$ cat src/rtl/ws2812_pkg.sv
// ws2812_pkg
//   Shared definitions for the WS2812B string transmitter: pixel width,
//   default bit/latch timing in clk cycles (100 MHz) and the FSM state
//   encoding. Imported by the transmitter, its bit timer and the bench.
package ws2812_pkg;

   localparam int PIX_W = 24;

   localparam int T0H_CYC_DEF   = 40;
   localparam int T1H_CYC_DEF   = 80;
   localparam int TBIT_CYC_DEF  = 125;
   localparam int LATCH_CYC_DEF = 6000;

   localparam logic [1:0] ENC_IDLE  = 2'd0;
   localparam logic [1:0] ENC_HIGH  = 2'd1;
   localparam logic [1:0] ENC_LOW   = 2'd2;
   localparam logic [1:0] ENC_LATCH = 2'd3;

   typedef enum logic [1:0] {
      ST_IDLE  = ENC_IDLE,
      ST_HIGH  = ENC_HIGH,
      ST_LOW   = ENC_LOW,
      ST_LATCH = ENC_LATCH
   } tx_state_t;

endpackage

$ cat src/rtl/ws2812_bit_timer.sv
// ws2812_bit_timer
//   Loadable down-counter shared by all phases of the transmitter. The
//   owner loads the phase length on every state entry; done is high while
//   the count sits at 1, i.e. in the last cycle of the phase.
//
// Ports
//   clk       in   clock
//   rst       in   asynchronous active-high reset (count <= RST_VAL)
//   load      in   load load_val this cycle
//   load_val  in   phase length in cycles
//   done      out  last cycle of the current phase
module ws2812_bit_timer #(
   parameter int CNT_W   = 13,
   parameter int RST_VAL = 6000
) (
   input  logic             clk,
   input  logic             rst,
   input  logic             load,
   input  logic [CNT_W-1:0] load_val,
   output logic             done
);

   logic [CNT_W-1:0] count_q;

   always_ff @(posedge clk or posedge rst) begin
      if (rst) begin
         count_q <= CNT_W'(RST_VAL);
      end else if (load) begin
         count_q <= load_val;
      end else if (count_q != '0) begin
         count_q <= count_q - 1'b1;
      end
   end

   assign done = (count_q == CNT_W'(1));

endmodule

$ cat src/rtl/ws2812_string_tx.sv
// ws2812_string_tx
//   Serializes 24-bit GRB pixels (bit 23 first) into the WS2812B NRZ
//   waveform for one LED string, inserting a latch gap after the last pixel
//   of each frame and once after reset.
//
// Build option
//   WS2812_INVERT_EN  drive the pad inverted for an inverting level shifter
//                     (sdi resets to 1); timing and handshake unchanged.
//
// Ports
//   clk           in   pixel clock (100 MHz)
//   rst           in   asynchronous active-high reset
//   pix_data      in   pixel {G,R,B}
//   pix_last      in   pix_data is the last pixel of the frame
//   pix_valid     in   upstream has a pixel
//   pix_ready     out  pixel accepted this cycle when pix_valid is high
//   sdi           out  registered serial line to the string
//   busy          out  not idle
//   underrun      out  sticky: pixel missing mid-frame
//   underrun_clr  in   clears underrun (wins over a same-cycle set)
//
// State   | meaning
// --------+-----------------------------------------------------------
// IDLE    | line low, waiting for the first pixel of a frame
// HIGH    | high part of the current bit (T1H or T0H by shreg[23])
// LOW     | low part of the current bit; last cycle of bit 0 may
//         | accept the next pixel of the same frame
// LATCH   | line low for LATCH_CYC so the string latches the frame
module ws2812_string_tx
   import ws2812_pkg::*;
#(
   parameter int T0H_CYC   = T0H_CYC_DEF,
   parameter int T1H_CYC   = T1H_CYC_DEF,
   parameter int TBIT_CYC  = TBIT_CYC_DEF,
   parameter int LATCH_CYC = LATCH_CYC_DEF
) (
   input  logic             clk,
   input  logic             rst,
   input  logic [PIX_W-1:0] pix_data,
   input  logic             pix_last,
   input  logic             pix_valid,
   output logic             pix_ready,
   output logic             sdi,
   output logic             busy,
   output logic             underrun,
   input  logic             underrun_clr
);

   localparam int CNT_MAX = (LATCH_CYC > TBIT_CYC) ? LATCH_CYC : TBIT_CYC;
   localparam int CNT_W   = $clog2(CNT_MAX + 1);
   localparam int IDX_W   = $clog2(PIX_W);

`ifdef WS2812_INVERT_EN
   localparam logic SDI_INV = 1'b1;
`else
   localparam logic SDI_INV = 1'b0;
`endif

   tx_state_t        state_q, state_d;
   logic [PIX_W-1:0] shreg_q;
   logic [IDX_W-1:0] bit_idx_q;
   logic             last_q;
   logic             underrun_q;
   logic             line_q;

   logic             tmr_load;
   logic [CNT_W-1:0] tmr_val;
   logic             tmr_done;
   logic             ld_pix;
   logic             shift;
   logic             set_underrun;
   logic             xfer;

   function automatic logic [CNT_W-1:0] high_len(input logic b);
      return b ? CNT_W'(T1H_CYC) : CNT_W'(T0H_CYC);
   endfunction

   function automatic logic [CNT_W-1:0] low_len(input logic b);
      return b ? CNT_W'(TBIT_CYC - T1H_CYC) : CNT_W'(TBIT_CYC - T0H_CYC);
   endfunction

   ws2812_bit_timer #(
      .CNT_W   (CNT_W),
      .RST_VAL (LATCH_CYC)
   ) u_bit_timer (
      .clk      (clk),
      .rst      (rst),
      .load     (tmr_load),
      .load_val (tmr_val),
      .done     (tmr_done)
   );

   // Ready only depends on registered state, so upstream sees no path
   // from pix_valid back to pix_ready.
   assign pix_ready = (state_q == ST_IDLE) ||
                      ((state_q == ST_LOW) && tmr_done &&
                       (bit_idx_q == '0) && !last_q);
   assign xfer      = pix_valid && pix_ready;

   always_comb begin
      state_d      = state_q;
      tmr_load     = 1'b0;
      tmr_val      = '0;
      ld_pix       = 1'b0;
      shift        = 1'b0;
      set_underrun = 1'b0;
      case (state_q)
         ST_IDLE: begin
            if (xfer) begin
               state_d  = ST_HIGH;
               tmr_load = 1'b1;
               tmr_val  = high_len(pix_data[PIX_W-1]);
               ld_pix   = 1'b1;
            end
         end
         ST_HIGH: begin
            if (tmr_done) begin
               state_d  = ST_LOW;
               tmr_load = 1'b1;
               tmr_val  = low_len(shreg_q[PIX_W-1]);
            end
         end
         ST_LOW: begin
            if (tmr_done) begin
               if (bit_idx_q != '0) begin
                  // next bit is the one that moves into bit 23 on the shift
                  state_d  = ST_HIGH;
                  tmr_load = 1'b1;
                  tmr_val  = high_len(shreg_q[PIX_W-2]);
                  shift    = 1'b1;
               end else if (last_q) begin
                  state_d  = ST_LATCH;
                  tmr_load = 1'b1;
                  tmr_val  = CNT_W'(LATCH_CYC);
               end else if (xfer) begin
                  state_d  = ST_HIGH;
                  tmr_load = 1'b1;
                  tmr_val  = high_len(pix_data[PIX_W-1]);
                  ld_pix   = 1'b1;
               end else begin
                  // frame position is kept; the next pixel continues it
                  state_d      = ST_IDLE;
                  set_underrun = 1'b1;
               end
            end
         end
         ST_LATCH: begin
            if (tmr_done) begin
               state_d = ST_IDLE;
            end
         end
         default: begin
            state_d  = ST_LATCH;
            tmr_load = 1'b1;
            tmr_val  = CNT_W'(LATCH_CYC);
         end
      endcase
   end

   always_ff @(posedge clk or posedge rst) begin
      if (rst) begin
         state_q    <= ST_LATCH;
         line_q     <= SDI_INV;
         shreg_q    <= '0;
         bit_idx_q  <= '0;
         last_q     <= 1'b0;
         underrun_q <= 1'b0;
      end else begin
         state_q <= state_d;
         // registered from next state so sdi rises on the accepting edge
         line_q  <= (state_d == ST_HIGH) ^ SDI_INV;
         if (ld_pix) begin
            shreg_q   <= pix_data;
            last_q    <= pix_last;
            bit_idx_q <= IDX_W'(PIX_W - 1);
         end else if (shift) begin
            shreg_q   <= {shreg_q[PIX_W-2:0], 1'b0};
            bit_idx_q <= bit_idx_q - 1'b1;
         end
         if (underrun_clr) begin
            underrun_q <= 1'b0;
         end else if (set_underrun) begin
            underrun_q <= 1'b1;
         end
      end
   end

   assign sdi      = line_q;
   assign busy     = (state_q != ST_IDLE);
   assign underrun = underrun_q;

endmodule

$ cat config.mk
export PLATFORM = sky130hd
export DESIGN_NAME = ws2812_string_tx
export DESIGN_NICKNAME = d
export VERILOG_FILES = /design/src/rtl/ws2812_pkg.sv /design/src/rtl/ws2812_bit_timer.sv /design/src/rtl/ws2812_string_tx.sv
export SDC_FILE = /design/constraint.sdc
export NUM_CORES = 1
export LEC_CHECK = 0
export ABC_AREA = 1
export CAP_MARGIN = 20
export CORE_UTILIZATION = 50
export CTS_CLUSTER_DIAMETER = 150
export DETAILED_ROUTE_END_ITERATION = 8
export PLACE_DENSITY = 0.73
export SYNTH_ARGS = -nofsm -noshare
export SYNTH_HDL_FRONTEND = slang
export SYNTH_SLANG_ARGS = --single-unit
$ cat constraint.sdc
create_clock -name clk -period 2.21 [get_ports clk]
set_input_delay 0.221 -clock clk [delete_from_list [all_inputs] [get_ports clk]]
set_output_delay 0.221 -clock clk [all_outputs]
set_load 0.02 [all_outputs]
[Word level (Yosys, flattened, before mapping)]
Index checks and enable logic that the tools add are counted.
Operators by class
  reduce and logical (&&, ||, !) cells: 14
  multiplexer cells: 43
  $add $sub $neg: 2
  equality and inequality tests: 5
Operators by type and width (number)
  $mux W13: 5
  $mux W24: 2
  $pmux W13 S3: 1
  $mux W7: 5
  $mux W1: 19
  $eq A13 B1 Y1 const B: 1
  $reduce_bool A13 Y1: 1
  $sub A13 B1 Y13 const B: 1
  $mux W2: 6
  $mux W5: 2
  $pmux W2 S4: 1
  $reduce_bool A2 Y1: 4
  $logic_not A5 Y1: 1
  $reduce_bool A5 Y1: 1
  $sub A5 B1 Y5 const B: 1
  $eq A2 B1 Y1 const B: 2
  $eq A2 B2 Y1 const B: 2
  $logic_and A1 B1 Y1: 4
  $pmux W1 S3: 1
  $logic_not A2 Y1: 1
  $pmux W1 S2: 1
  $logic_not A1 Y1: 1
  $logic_or A1 B1 Y1: 1
Storage, ports and cells
  register bits: 47
  output and inout port bits: 4

[Depth between registers and ports, before layout]
  depth in word-level cells: 13
  gate-level depth with buffers: 14
  depth with buffers taken out: 14

[By module]
From an unflattened synthesis, not the netlist that was laid out.
Unflattened totals
  cell total of the unflattened synthesis: 381
  area, all modules: 2877.8 µm²
By module, submodules not included
  ws2812_string_tx: cells an instance 241, area an instance 1878.1 µm², seq. area each 853.3 µm², times used 1
  ws2812_bit_timer: cells an instance 140, area an instance 999.7 µm², seq. area each 334.1 µm², times used 1

[Worst setup path before layout]
Ideal clock, no wire load.
  path kind: reg-to-reg
  start: reg bit_idx_q[0]
  end: reg shreg_q[4]
  period minus slack after synthesis: 1.785 ns
  setup time: 0.128 ns
  data arrival time: 1.658 ns
  path buffers: 1
  cell stages (with the launch flop): 13
  path slack: 0.425 ns
  required time: 2.082 ns
  cell sequence: dfrtp_1 > inv_1 > ha_1 > inv_1 > nor2_1 > nand2_2 > nor2_4 > nand4_1 > nand2_2 > nand2_4 > buf_2 > o21ai_1 > o21ai_0
On the way
  word-level cells in the longest chain between the ends: 11
  elaborated cells on any way between the ends: 16
RTL lines
  start, declared: RTL line ws2812_string_tx.sv:61  | logic [IDX_W-1:0] bit_idx_q;
  start signal, assigned: RTL line ws2812_string_tx.sv:175  | bit_idx_q <= IDX_W'(PIX_W - 1);
  start signal, assigned: RTL line ws2812_string_tx.sv:178  | bit_idx_q <= bit_idx_q - 1'b1;
  $logic_not A5 Y1 *: RTL line ws2812_string_tx.sv:97  | (bit_idx_q == '0) && !last_q);
  $logic_and A1 B1 Y1 *: RTL line ws2812_string_tx.sv:96  | ((state_q == ST_LOW) && tmr_done &&
  $logic_and A1 B1 Y1 *: RTL line ws2812_string_tx.sv:97
  $logic_or A1 B1 Y1 *: RTL line ws2812_string_tx.sv:95  | assign pix_ready = (state_q == ST_IDLE) ||
  named net pix_ready: RTL line ws2812_string_tx.sv:42  | output logic pix_ready,
  $logic_and A1 B1 Y1 *: RTL line ws2812_string_tx.sv:98  | assign xfer = pix_valid && pix_ready;
  $mux W1 *: RTL line ws2812_string_tx.sv:109, ws2812_string_tx.sv:135
  $mux W1: RTL line ws2812_string_tx.sv:131  | end else if (last_q) begin
  $mux W1: RTL line ws2812_string_tx.sv:125  | if (bit_idx_q != '0) begin
  $mux W1: RTL line ws2812_string_tx.sv:124  | if (tmr_done) begin
  $pmux W1 S2 *: RTL line ws2812_string_tx.sv:107  | case (state_q)
  $mux W24 or $reduce_bool A2 Y1 (tied branches)
  end signal, assigned: RTL line ws2812_string_tx.sv:173  | shreg_q <= pix_data;
  end signal, assigned: RTL line ws2812_string_tx.sv:177  | shreg_q <= {shreg_q[PIX_W-2:0], 1'b0};
  end, declared: RTL line ws2812_string_tx.sv:60  | logic [PIX_W-1:0] shreg_q;
The timed path passes the listed nets; every way through them passes the cells marked *.
A chain may end at the register's enable or synchronous reset.

[Worst setup path in the final report]
  start: reg bit_idx_q[0]
  end: reg shreg_q[4]
On the way
  word-level cells in the longest chain between the ends: 11
  elaborated cells on any way between the ends: 16
RTL lines (RTL line)
  $logic_not A5 Y1: ws2812_string_tx.sv:97
  $logic_and A1 B1 Y1: ws2812_string_tx.sv:96
  $logic_and A1 B1 Y1: ws2812_string_tx.sv:97
  $logic_or A1 B1 Y1: ws2812_string_tx.sv:95
  $logic_and A1 B1 Y1: ws2812_string_tx.sv:98
  $mux W1: ws2812_string_tx.sv:109, ws2812_string_tx.sv:135
  $mux W1: ws2812_string_tx.sv:131
  $mux W1: ws2812_string_tx.sv:125
  $mux W1: ws2812_string_tx.sv:124
  $pmux W1 S2: ws2812_string_tx.sv:107
  $mux W24 or $reduce_bool A2 Y1 (tied branches)
Parallel ways exist; a longest one is shown, timed or not.

==> flow_metrics.tcl <==
set metrics [dict create \
    synth_edf_count 0 \
    grt_max_degree 48 \
    hold_viol_final 0 \
    fmax_mhz 500 \
    cp_slowest_cell "dfrtp_1" \
    wl_per_cell_um 12.7 \
    rows 25 \
    cts_buffer_depth 2 \
    cts_setup_buffers 0 \
    period_share_pct 90.5 \
    root_buffer "clkbuf_8" \
    vdd_drop_max_mv 0.455 \
    io_pins 33 \
    tightest_slew_ns 0.590 \
    p_clk_share_pct 39.1 \
    synth.most_common_cell "o21ai_1" \
    grt-ovfl-total 0 \
    antenna_cells 0 \
    synth.top_cells.by_count "63 x o21ai_1, 51 x inv_1, 38 x dfrtp_1, 33 x nand2_1, 13 x nand3_1" \
    yosysTopAreaCell "dfrtp_1" \
    io_buffers 32 \
    status "finished, final reports clean" \
    synth_cells 307 \
    path_max_fanout 19 \
    yosysUniqueCellTypes 33 \
    viasPerCell 5.14 \
    swShare_pct 20.5 \
    critical_path_class "reg2reg" \
    cts.reportedPaths.clkPinSlew_ns 0.08 \
    syn-num-nets 341 \
    vias 2111 \
    ant_nets 0 \
    gp_congestion 0.840 \
    relSlewSlack_pct 60.7 \
    die_x_um 74.2 \
    grt_pass1_vias 1990 \
    setup_violations 0 \
    synth_top_flop_cell "dfrtp_1" \
    synth.avg_cell_area_um2 8.49 \
    dp_hpwl_um 3700 \
    finClkSkew_ns 0.00633 \
    numClockSinks 47 \
    critPathRequiredTime_ns 2.38 \
    synth-seq-cells 47 \
    drtIter0Drc 93 \
    cp-end-kind "flop" \
    syn_to_final_growth_pct 19.0 \
    p_switching_w 0.000324 \
    synth.area.top_cells "dfrtp_1 37%, o21ai_1 12%, dfstp_2 9.1%" \
    power.share.combinational_pct 5.8 \
    clock_latency_ns 0.30 \
    worstHoldPathType "in2async" \
    slowest_delay_ns 0.40 \
    power.density_mw_per_mm2 511 \
    drc 0 \
    finalWirelength_um 5230 \
    maxCapViolCount 0 \
    final_layout_size_suffix_gt1_share_pct 14.5 \
    ys_warn_count 0 \
    async_reset_ff_share_pct 100 \
    fp.coreArea_mm2 0.00488 \
    finalMaxSlewViolations 0 \
    die_area_mm2 0.00550 \
    power.total_w 0.00158 \
    cp_cell_sequence "inv_1 -> ha_1 -> inv_1 -> nor2_1 -> nand2_2 -> nor2_4 -> nand4_1 -> nand2_2 -> nand2_4 -> nand2_4 -> buf_4 -> o21ai_0" \
    intPower_w 0.00126 \
    groute.usage.overall_pct 21.3 \
    antenna_found_initial 0 \
    arrival_ns 2.18 \
    cts-htree-levels 2 \
    grt_pass1_wl_um 8850 \
    worst_setup_path_start_kind "flop" \
    path_delay_family "simple AND/OR/NAND/NOR gates" \
    fp.dieH_um 74.2 \
    synth_top_area_share_pct 36.5 \
    drt_first_pass_iters 6 \
    power_leakage_nw 1.47 \
    yosysSeqAreaShare_pct 45.6 \
    tns_ns 0 \
    pwr-share-seq_pct 55.1 \
    period_needed_ns 2.00 \
    fin_nets 377 \
    path_buf_inv 3 \
    start_util_pct 53.4 \
    cts_buffers 5 \
    rsz0062_at_grt "false" \
    syn-cell-area_mm2 0.00260 \
    cts_tree "done" \
]
[logic make-up after synthesis]
group | Yosys count | synth area share [%]
and+or+nand+nor | 92 | 20.2
AOI/OAI and AO/OA | 90 | 18.1
adders and majority gates | 5 | 2.40
DFF | 47 | 45.6
xor gates and xnor gates | 9 | 3.03
buffers and inverters | 64 | 10.7
[flip-flops by register name (all words and copies together) (netlist names)]
register and cells:
state_q 2, last_q 1, u_bit_timer.count_q 13, bit_idx_q 5
shreg_q 24, sdi 1, underrun 1
[through the flow]
| stage | utilization (%) | worst slack [ns] | hold slack (ns) | area (um2) | cells |
|---|---|---|---|---|---|
| after floorplan | - | 0.425 | 0.287 | 2610 | 307 |
| after global placement | 61.4 | 0.206 | 0.473 | 3000 | 403 |
| after detailed placement | 61.4 | 0.137 | 0.493 | 3000 | 403 |
| after CTS | 63.6 | 0.0733 | 0.406 | 3100 | 411 |
| after global routing | 63.5 | 0.0139 | 0.435 | 3100 | 411 |
| final | 63.5 | 0.209 | 0.382 | 3100 | 411 |
[layer usage]
layer	track usage, %	part of all wire, %
met4	6.84	1.0
met3	3.66	2.3
met2	36.4	49
met1	27.5	47
met5	0	0
[worst reg2reg max path: stages, from the launching register on]
cell     delay (ns)
dfrtp_1        0.40
inv_1          0.12
ha_1           0.16
inv_1          0.04
nor2_1         0.10
nand2_2        0.11
nor2_4         0.13
nand4_1        0.11
nand2_2        0.12
nand2_4        0.09
nand2_4        0.20
buf_4          0.21
o21ai_0        0.10
[placed cells by master, fill, tap and decap left out, types with 2 or more instances in the layout]
cell type and count:
o21ai_0 11, clkdlybuf4s50_1 31, nor3_1 5, nand4_1 5
nand3_1 13, nand2_2 5, nor2_2 4, ha_1 5
dfrtp_1 38, nor2_1 12, o21ai_1 63, clkbuf_8 5
buf_4 6, o211ai_1 2, nand2_4 2, inv_1 50
nor2_4 5, o221ai_1 2, inv_2 4, xor2_1 5
nor3_2 2, dfstp_2 9, clkbuf_1 2, a31oi_1 2
xnor2_1 4, nand2_1 33, a21oi_1 8, nand3_4 2
[final timing paths]
kind,startpoint,endpoint,slack (ns),cells after the start
setup / recovery,bit_idx_q[0]$_DFFE_PP0P_,shreg_q[4]$_DFFE_PP0P_,0.21,12
hold / removal,rst,shreg_q[18]$_DFFE_PP0P_,0.38,3
setup reg to reg,bit_idx_q[0]$_DFFE_PP0P_,shreg_q[4]$_DFFE_PP0P_,0.21,12
hold reg to reg,bit_idx_q[4]$_DFFE_PP0P_,bit_idx_q[4]$_DFFE_PP0P_,0.51,1
max in group asynchronous,rst,shreg_q[6]$_DFFE_PP0P_,1.43,3
min in group clk,underrun_clr,underrun$_DFFE_PP0P_,0.44,2
[power groups by stage]
stage	registers (W)	clock network [W]	logic, W
5_1_grt	0.000872	0.000671	0.000101
4_1_cts	0.000872	0.000627	0.0000927
6_report	0.000872	0.000619	0.0000916
2_1_floorplan	0.000887	0	0.0000302
3_3_place_gp	0.000888	0	0.0000920
3_5_place_dp	0.000888	0	0.0000922
[what timing repair did]
| item | CTS | global route |
|---|---|---|
| hold buffers | 0 | 0 |
| setup endpoints to repair | 1 | 1 |
| pin swaps | 0 | 0 |
| resized for setup | 1 | 2 |
[cell type report]
class                           instances  area (um2)
Fill cell                             425        1780
Multi-Input combinational cell        196        1140
Timing Repair Buffer                   39         380
Sequential cell                        47        1190
Clock inverter                          1        30.0
Inverter                               54         203
Clock buffer                            7        76.3
Tap cell                               67        83.8
Power figures use the tool's default switching activity.
